### src/rtl/mult_pipe_if.sv
// Issue, completion and branch-control bundle for mult_pipe.
// The issue stage drives the master side; the multiply unit uses the slave side.
interface mult_pipe_if #(
  parameter int XLEN    = 32,
  parameter int TAG_W   = 6,
  parameter int BMASK_W = 4
);
  logic               in_valid;
  logic               in_ready;
  logic [2:0]         in_func;
  logic [XLEN-1:0]    in_rs1;
  logic [XLEN-1:0]    in_rs2;
  logic [TAG_W-1:0]   in_tag;
  logic [BMASK_W-1:0] in_bmask;
  logic               stall;
  logic               squash_en;
  logic [BMASK_W-1:0] squash_mask;
  logic               resolve_en;
  logic [BMASK_W-1:0] resolve_mask;
  logic               out_valid;
  logic [XLEN-1:0]    out_result;
  logic [TAG_W-1:0]   out_tag;
  logic [BMASK_W-1:0] out_bmask;

  modport master (
    output in_valid, in_func, in_rs1, in_rs2, in_tag, in_bmask,
    output stall, squash_en, squash_mask, resolve_en, resolve_mask,
    input  in_ready, out_valid, out_result, out_tag, out_bmask
  );

  modport slave (
    input  in_valid, in_func, in_rs1, in_rs2, in_tag, in_bmask,
    input  stall, squash_en, squash_mask, resolve_en, resolve_mask,
    output in_ready, out_valid, out_result, out_tag, out_bmask
  );
endinterface

### src/rtl/mult_pipe.sv
// Fully pipelined RV32M multiply unit: XLEN/STAGES multiplier bits per stage, in-order results.
// Define MULT_PIPE_BRANCH_EN to keep per-stage branch masks with squash/resolve support.
module mult_pipe #(
  parameter int XLEN    = 32,
  parameter int STAGES  = 4,
  parameter int TAG_W   = 6,
  parameter int BMASK_W = 4
) (
  input  logic       clock,
  input  logic       reset,
  mult_pipe_if.slave bus
);
  localparam int CW   = XLEN / STAGES;
  localparam int PW   = 2 * XLEN;
  localparam int LAST = STAGES - 1;

  localparam logic [2:0] M_MUL    = 3'd0;
  localparam logic [2:0] M_MULH   = 3'd1;
  localparam logic [2:0] M_MULHSU = 3'd2;
  localparam logic [2:0] M_MULHU  = 3'd3;

  logic [STAGES-1:0] valid_q, valid_d;
  logic [2:0]        func_q   [STAGES];
  logic [2:0]        func_d   [STAGES];
  logic [TAG_W-1:0]  tag_q    [STAGES];
  logic [TAG_W-1:0]  tag_d    [STAGES];
  logic [PW-1:0]     mcand_q  [STAGES];
  logic [PW-1:0]     mcand_d  [STAGES];
  logic [XLEN-1:0]   mplier_q [STAGES];
  logic [XLEN-1:0]   mplier_d [STAGES];
  logic [PW-1:0]     psum_q   [STAGES];
  logic [PW-1:0]     psum_d   [STAGES];

  logic [STAGES-1:0] adv;
  logic [STAGES-1:0] kill;
  logic              kill_in;

  function automatic logic [PW-1:0] step_sum(input logic [PW-1:0]   sum,
                                             input logic [PW-1:0]   mc,
                                             input logic [XLEN-1:0] mp);
    return sum + mc * {{(PW-CW){1'b0}}, mp[CW-1:0]};
  endfunction

  logic            rs1_signed;
  logic            rs2_signed;
  logic [PW-1:0]   rs1_ext;
  logic [PW-1:0]   psum_init;

  assign rs1_signed = (bus.in_func == M_MULH) || (bus.in_func == M_MULHSU);
  assign rs2_signed = (bus.in_func == M_MULH);
  assign rs1_ext    = rs1_signed ? {{XLEN{bus.in_rs1[XLEN-1]}}, bus.in_rs1}
                                 : {{XLEN{1'b0}}, bus.in_rs1};

  // Only the low XLEN multiplier bits are walked; a negative signed rs2 owes
  // -rs1_ext * 2^XLEN, which is preloaded into the partial sum instead.
  assign psum_init = (rs2_signed && bus.in_rs2[XLEN-1]) ? ({PW{1'b0}} - (rs1_ext << XLEN))
                                                        : {PW{1'b0}};

  always_comb begin
    adv       = '0;
    adv[LAST] = !valid_q[LAST] || !bus.stall;
    for (int i = LAST - 1; i >= 0; i--) begin
      adv[i] = !valid_q[i] || adv[i+1];
    end
  end

  assign bus.in_ready = adv[0];

  always_comb begin
    valid_d  = valid_q;
    func_d   = func_q;
    tag_d    = tag_q;
    mcand_d  = mcand_q;
    mplier_d = mplier_q;
    psum_d   = psum_q;
    if (adv[0]) begin
      valid_d[0]  = bus.in_valid && !kill_in;
      func_d[0]   = bus.in_func;
      tag_d[0]    = bus.in_tag;
      mcand_d[0]  = rs1_ext << CW;
      mplier_d[0] = bus.in_rs2 >> CW;
      psum_d[0]   = step_sum(psum_init, rs1_ext, bus.in_rs2);
    end else begin
      valid_d[0] = valid_q[0] && !kill[0];
    end
    for (int i = 1; i < STAGES; i++) begin
      if (adv[i]) begin
        valid_d[i]  = valid_q[i-1] && !kill[i-1];
        func_d[i]   = func_q[i-1];
        tag_d[i]    = tag_q[i-1];
        mcand_d[i]  = mcand_q[i-1] << CW;
        mplier_d[i] = mplier_q[i-1] >> CW;
        psum_d[i]   = step_sum(psum_q[i-1], mcand_q[i-1], mplier_q[i-1]);
      end else begin
        valid_d[i] = valid_q[i] && !kill[i];
      end
    end
  end

  always_ff @(posedge clock or negedge reset) begin
    if (!reset) begin
      valid_q <= '0;
      for (int i = 0; i < STAGES; i++) begin
        func_q[i]   <= '0;
        tag_q[i]    <= '0;
        mcand_q[i]  <= '0;
        mplier_q[i] <= '0;
        psum_q[i]   <= '0;
      end
    end else begin
      valid_q  <= valid_d;
      func_q   <= func_d;
      tag_q    <= tag_d;
      mcand_q  <= mcand_d;
      mplier_q <= mplier_d;
      psum_q   <= psum_d;
    end
  end

`ifdef MULT_PIPE_BRANCH_EN
  logic [BMASK_W-1:0] bmask_q [STAGES];
  logic [BMASK_W-1:0] bmask_d [STAGES];
  logic [BMASK_W-1:0] keep_mask;

  assign keep_mask = bus.resolve_en ? ~bus.resolve_mask : {BMASK_W{1'b1}};
  assign kill_in   = bus.squash_en && (|(bus.in_bmask & bus.squash_mask));

  // Squash looks at the pre-resolve mask; resolve only shapes what is stored.
  always_comb begin
    kill = '0;
    for (int i = 0; i < STAGES; i++) begin
      kill[i] = bus.squash_en && (|(bmask_q[i] & bus.squash_mask));
    end
  end

  always_comb begin
    bmask_d    = bmask_q;
    bmask_d[0] = adv[0] ? (bus.in_bmask & keep_mask) : (bmask_q[0] & keep_mask);
    for (int i = 1; i < STAGES; i++) begin
      bmask_d[i] = adv[i] ? (bmask_q[i-1] & keep_mask) : (bmask_q[i] & keep_mask);
    end
  end

  always_ff @(posedge clock or negedge reset) begin
    if (!reset) begin
      for (int i = 0; i < STAGES; i++) begin
        bmask_q[i] <= '0;
      end
    end else begin
      bmask_q <= bmask_d;
    end
  end

  assign bus.out_bmask = bmask_q[LAST];
`else
  logic unused_branch;

  assign kill          = '0;
  assign kill_in       = 1'b0;
  assign bus.out_bmask = '0;
  assign unused_branch = ^{bus.in_bmask, bus.squash_en, bus.squash_mask,
                           bus.resolve_en, bus.resolve_mask};
`endif

  logic [PW-1:0] product;
  assign product = psum_q[LAST];

  always_comb begin
    bus.out_result = '0;
    case (func_q[LAST])
      M_MUL:                    bus.out_result = product[XLEN-1:0];
      M_MULH, M_MULHSU, M_MULHU: bus.out_result = product[PW-1:XLEN];
      default:                  bus.out_result = '0;
    endcase
  end

  assign bus.out_valid = valid_q[LAST] && !kill[LAST];
  assign bus.out_tag   = tag_q[LAST];
endmodule

### src/flat_wrapper.sv
// flat-port wrapper written by rule: the top's interface ports become plain ports
module mult_pipe_flat 
#(
  parameter int XLEN    = 32,
  parameter int STAGES  = 4,
  parameter int TAG_W   = 6,
  parameter int BMASK_W = 4
)
  (clock, reset, bus_in_valid, bus_in_func, bus_in_rs1, bus_in_rs2, bus_in_tag, bus_in_bmask, bus_stall, bus_squash_en, bus_squash_mask, bus_resolve_en, bus_resolve_mask, bus_in_ready, bus_out_valid, bus_out_result, bus_out_tag, bus_out_bmask);
  mult_pipe_if #(.XLEN(XLEN), .TAG_W(TAG_W), .BMASK_W(BMASK_W)) bus_i ();
  input  logic clock;
  input  logic reset;
  input wire logic [$bits(bus_i.in_valid)-1:0] bus_in_valid;
  input wire logic [$bits(bus_i.in_func)-1:0] bus_in_func;
  input wire logic [$bits(bus_i.in_rs1)-1:0] bus_in_rs1;
  input wire logic [$bits(bus_i.in_rs2)-1:0] bus_in_rs2;
  input wire logic [$bits(bus_i.in_tag)-1:0] bus_in_tag;
  input wire logic [$bits(bus_i.in_bmask)-1:0] bus_in_bmask;
  input wire logic [$bits(bus_i.stall)-1:0] bus_stall;
  input wire logic [$bits(bus_i.squash_en)-1:0] bus_squash_en;
  input wire logic [$bits(bus_i.squash_mask)-1:0] bus_squash_mask;
  input wire logic [$bits(bus_i.resolve_en)-1:0] bus_resolve_en;
  input wire logic [$bits(bus_i.resolve_mask)-1:0] bus_resolve_mask;
  output wire logic [$bits(bus_i.in_ready)-1:0] bus_in_ready;
  output wire logic [$bits(bus_i.out_valid)-1:0] bus_out_valid;
  output wire logic [$bits(bus_i.out_result)-1:0] bus_out_result;
  output wire logic [$bits(bus_i.out_tag)-1:0] bus_out_tag;
  output wire logic [$bits(bus_i.out_bmask)-1:0] bus_out_bmask;
  assign bus_i.in_valid = bus_in_valid;
  assign bus_i.in_func = bus_in_func;
  assign bus_i.in_rs1 = bus_in_rs1;
  assign bus_i.in_rs2 = bus_in_rs2;
  assign bus_i.in_tag = bus_in_tag;
  assign bus_i.in_bmask = bus_in_bmask;
  assign bus_i.stall = bus_stall;
  assign bus_i.squash_en = bus_squash_en;
  assign bus_i.squash_mask = bus_squash_mask;
  assign bus_i.resolve_en = bus_resolve_en;
  assign bus_i.resolve_mask = bus_resolve_mask;
  assign bus_in_ready = bus_i.in_ready;
  assign bus_out_valid = bus_i.out_valid;
  assign bus_out_result = bus_i.out_result;
  assign bus_out_tag = bus_i.out_tag;
  assign bus_out_bmask = bus_i.out_bmask;
  mult_pipe #(.XLEN(XLEN), .STAGES(STAGES), .TAG_W(TAG_W), .BMASK_W(BMASK_W)) u_core (.clock(clock), .reset(reset), .bus(bus_i));
endmodule
### config.mk
export PLATFORM = sky130hd
export DESIGN_NAME = mult_pipe_flat
export DESIGN_NICKNAME = d
export VERILOG_FILES = /design/src/rtl/mult_pipe_if.sv /design/src/rtl/mult_pipe.sv /design/src/flat_wrapper.sv
export SDC_FILE = /design/constraint.sdc
export NUM_CORES = 2
export LEC_CHECK = 0
export BUFFER_PORTS_ARGS = -buffer_cell sky130_fd_sc_hd__buf_4
export CAP_MARGIN = 5
export CORE_UTILIZATION = 45
export CTS_CLUSTER_SIZE = 16
export DETAILED_ROUTE_END_ITERATION = 16
export PLACE_DENSITY = 0.7
export REMOVE_ABC_BUFFERS = 1
export SYNTH_ARGS = -nofsm -noshare
export SYNTH_HDL_FRONTEND = slang
export SYNTH_SLANG_ARGS = --single-unit
### constraint.sdc
create_clock -name clock -period 9.1 [get_ports clock]
set_input_delay 1.365 -clock clock [delete_from_list [all_inputs] [get_ports clock]]
set_output_delay 1.365 -clock clock [all_outputs]
set_load 0.01 [all_outputs]
==> results.md <==
- The detail-routed net length per standard cell is 18.4 µm.
- The worst path arrival time is 8.98 ns.
- Cells with a size suffix above 1 make up 4.67% of the layout.
- STA classifies the critical path startpoint as a register.
- The instance count of the mapped netlist is 7196.
- The first TritonRoute pass finished after 7 iterations.
- On the final layout, the worst clock skew is 0.0381 ns.
- Setup repair after global routing left no endpoint under its margin.
- Once the floorplan was initialized, standard cells occupied 45.4% of the core.
- The half-perimeter wire length of the detailed placement result is 131000 µm.
- The dominant synthesized flop cell is dfrtp_1.
- The count of port buffers added during placement is 116.
- In this run, synthesis produced a sequential element count of 443.
- The via count of the first global-routing pass is 49800.
- The number of max-capacitance violations reported is 0.
- The wire length of the first global-routing pass is 269000 µm.
- Clock tree synthesis inserted a total of 51 buffers.
- At the end of the flow, the number of nets in the layout was 8520.
- The final layout contains routed wiring with a total length of 164000 µm.
- In this run the horizontal extent of the chip is 375 µm.
- The sequential share of the synthesized area is 17.7%.
- The number of sinks on the clock net is 443.
- Setup violations remaining at the end of the flow were counted as 0.
- Leaving out fill and tap cells, the most frequent cells in the layout are nand2_1 (1293), fa_1 (934), inv_1 (928).
- The worst register-to-register path has a depth of 36.
- In this run the biggest area consumer among cell types represents 29.9% of the synthesized area.
- The top fanout value on the critical path is 23.
- The starting DRC count in detailed routing is 3045.
- The total I/O pin count is 135.
- The timing startpoint of the critical path is u_core.mplier_q[101].
- No sink is reached through more buffers than the 3 on the longest clock path.
- The number of remaining DRC errors is 0.
- The summed instance area of the synthesized netlist is 62500 µm².
- The longest individual stage delay on the worst path is 0.59 ns.
- Routability-driven placement finished with a final weighted congestion of 0.963.
- The hold violation total from the final report is 0.
- The total number of H-tree levels is 2.
- The clock transition at the register clock pins on the worst setup and hold paths after CTS is 0.06 ns.
- The synthesized area per cell is 8.68 µm².
- The commonest non-fill, non-tap cell in the layout is nand2_1.
- Counting instances, the worst hold path has a depth of 2.
- The fmax is 0.118 GHz.
- The overall track demand over capacity in global routing is 23.8%.
- Before CTS, the worst setup slack after placement is 0.378 ns.
- The cell type of the slowest stage on the worst timing path is dfrtp_2.
- The run finished with clean final reports.
- After Yosys synthesis, XOR and XNOR cells account for 4.57% of the synthesized area.
- The residual antenna-violating net count after detailed routing is 0.
- Ranked by total cell area, the synthesized netlist is headed by fa_1 (30%), dfrtp_1 (18%), ha_1 (8.1%).
- Summing the areas of all and, or, nand and nor instances in the mapped netlist gives 20.4% of the synthesized area.
- The sum of negative setup slack is 0 ns.
- The cell that appears most often on the critical path is a21o_1.
- TritonCTS built the clock tree.
- The total overflow left after global routing is 0.
- The filler cells instantiated in the layout total 13100.
- The number of vias in the routed layout is 47700.
- The launch point of the worst hold path is u_core.func_q[11].
- The multiplexer share of the synthesized area is 0.0501%.
- The count of flip-flops with a built-in enable after synthesis is 0.
- The die covers 140000 µm².
- In the synthesized netlist the async set-or-reset flop fraction comes to 100%.
- Clock tree synthesis selected as its root buffer the cell clkbuf_16.
- The actual slew at the worst max-slew pin is 0.938 ns.
- The clock network latency to the later pin of the worst-skew pair is 0.65 ns.
- The total setup buffers inserted after CTS is 0.
- The chip height is 375 µm.
- The number of slew-limit violations in the final report is 0.
- Summing the areas of all compound-gate instances in the mapped netlist gives 11.5% of the synthesized area.
- Data on the critical path is required at its endpoint by 9.58 ns.
- The path with the worst hold slack has its endpoint at u_core.func_q[8].
- In the post-route analysis, the smallest setup slack over all paths is 0.601 ns.
- Summed over all instances, the cell type with the most area after synthesis is fa_1.
- The number of antenna violations at the first check in global routing is 1.
- The type of element capturing the critical path is a register.
- The synthesized netlist devotes 38.0% of its cell area to adder and majority cells.
- The core region is 138000 µm².
- The type of the setup path with the least slack is register to register.
- The worst slew margin relative to its limit is 37.5%.
- In the final layout, flip-flops and latches occupy 11100 µm².
- The maximum number of pins on one net before global-route repair is 144.
- The period utilization is 93.4%.
- The reg-to-reg critical path startpoint is u_core.mplier_q[101].
- The minimum period implied by the final worst setup slack is 8.50 ns.
- The relative area change from synthesis to final layout is 6.73%.
- The type of the worst min-delay path is register to register.
- Dividing the detail-routed via count by the number of cells gives 5.35.
- Row generation in the floorplan step produced 136 rows.
- The count of unique library cells instantiated by Yosys is 93.
- The terminus of the critical flop-to-flop path is u_core.psum_q[190].
- The setup check on the worst reg-to-reg path leaves a slack of 0.60 ns.
- After synthesis, the largest family of logic cells by area is adder cells.
- During synthesis, Yosys emitted a total of 0 warnings.
- The area used by multi-input combinational logic is 46600 µm².
-- per-layer routing --
metal / track usage (%) / wire [µm]
met3: 2.31 / 7900
met1: 32.9 / 73600
met4: 7.68 / 5390
met2: 39.4 / 77400
met5: 0 / 0
-- synth_stat cells, drive strengths merged (10+ instances only) --
master and count:
a211oi 35, a21o 186, a21oi 397, a22o 34, a31o 11, a31oi 25, a41oi 10, and2 752
and3 33, and4 12, buf 31, clkbuf 321, dfrtp 443, fa 934, ha 405, inv 929
nand2 1296, nand2b 44, nand3 51, nand4 45, nor2 290, nor2b 44, nor3 41, nor4 10
o211ai 23, o21a 39, o21ai 226, o21bai 44, o31ai 24, or3 17, or4 10, xnor2 199
xor2 127
-- how the worst max path moves through the flow --
stage	endpoint	slack (ns)	cells past startpoint
after floorplan	bus_in_ready	0.80	3
after global placement	u_core.psum_q[190]	0.42	33
after detailed placement	u_core.psum_q[190]	0.38	36
after CTS	u_core.psum_q[190]	0.37	36
after global routing	u_core.psum_q[190]	0.02	35
final	u_core.psum_q[190]	0.60	36
-- state kept, by name (all words and copies together), names as in the netlist --
register            count
u_core.psum_q         192
u_core.mcand_q         99
u_core.product         64
u_core.mplier_q        48
u_core.tag_q           18
u_core.func_q          12
u_core.bus.out_tag      6
u_core.valid_q          4
-- stage by stage --
step	hold WS (ns)	instances	util (%)	area, µm²
2_1_floorplan	0.426	6847	-	61100
6_report	0.457	8922	48.5	66700
3_5_place_dp	0.455	8831	47.1	64900
5_1_grt	0.480	8921	48.5	66700
3_3_place_gp	0.450	8831	47.1	64900
4_1_cts	0.460	8921	48.4	66700
-- kinds of logic after synthesis --
| kind of cell | after synthesis |
|---|---|
| buffers and inverters | 1281 |
| muxes | 3 |
| adders and majority gates | 1339 |
| xor gates and xnor gates | 326 |
| and+or+nand+nor | 2670 |
| other | 1 |
| AOI/OAI and AO/OA | 1133 |
| DFF | 443 |
-- cell type report --
class	instances	share of cell area, %
multi-input combinational	5475	69.9
tap	1794	3.37
sequential	443	16.6
inverter	929	5.24
antenna	1	0.00375
clock inverter	22	0.488
timing repair buffer	190	2.19
clock buffer	68	2.20
-- repair_timing --
item / in CTS / in global routing
hold buffers: 0 / 0
gates resized for setup: 0 / 7
endpoints found under the setup margin: 0 / 4
-- worst max-delay path, delay by kind of cell (launching register included) --
family                     cells  cell delay (ns)
DFF                            1             0.59
and+or+nand+nor                5             0.51
AOI/OAI and AO/OA             17             3.48
adders and majority gates      6             2.53
buffers and inverters          6             0.86
muxes                          1             0.17
xor gates and xnor gates       1             0.14
Power is not shown: default switching activity piles up to over one toggle a cycle in this logic, so the estimate is an artifact.
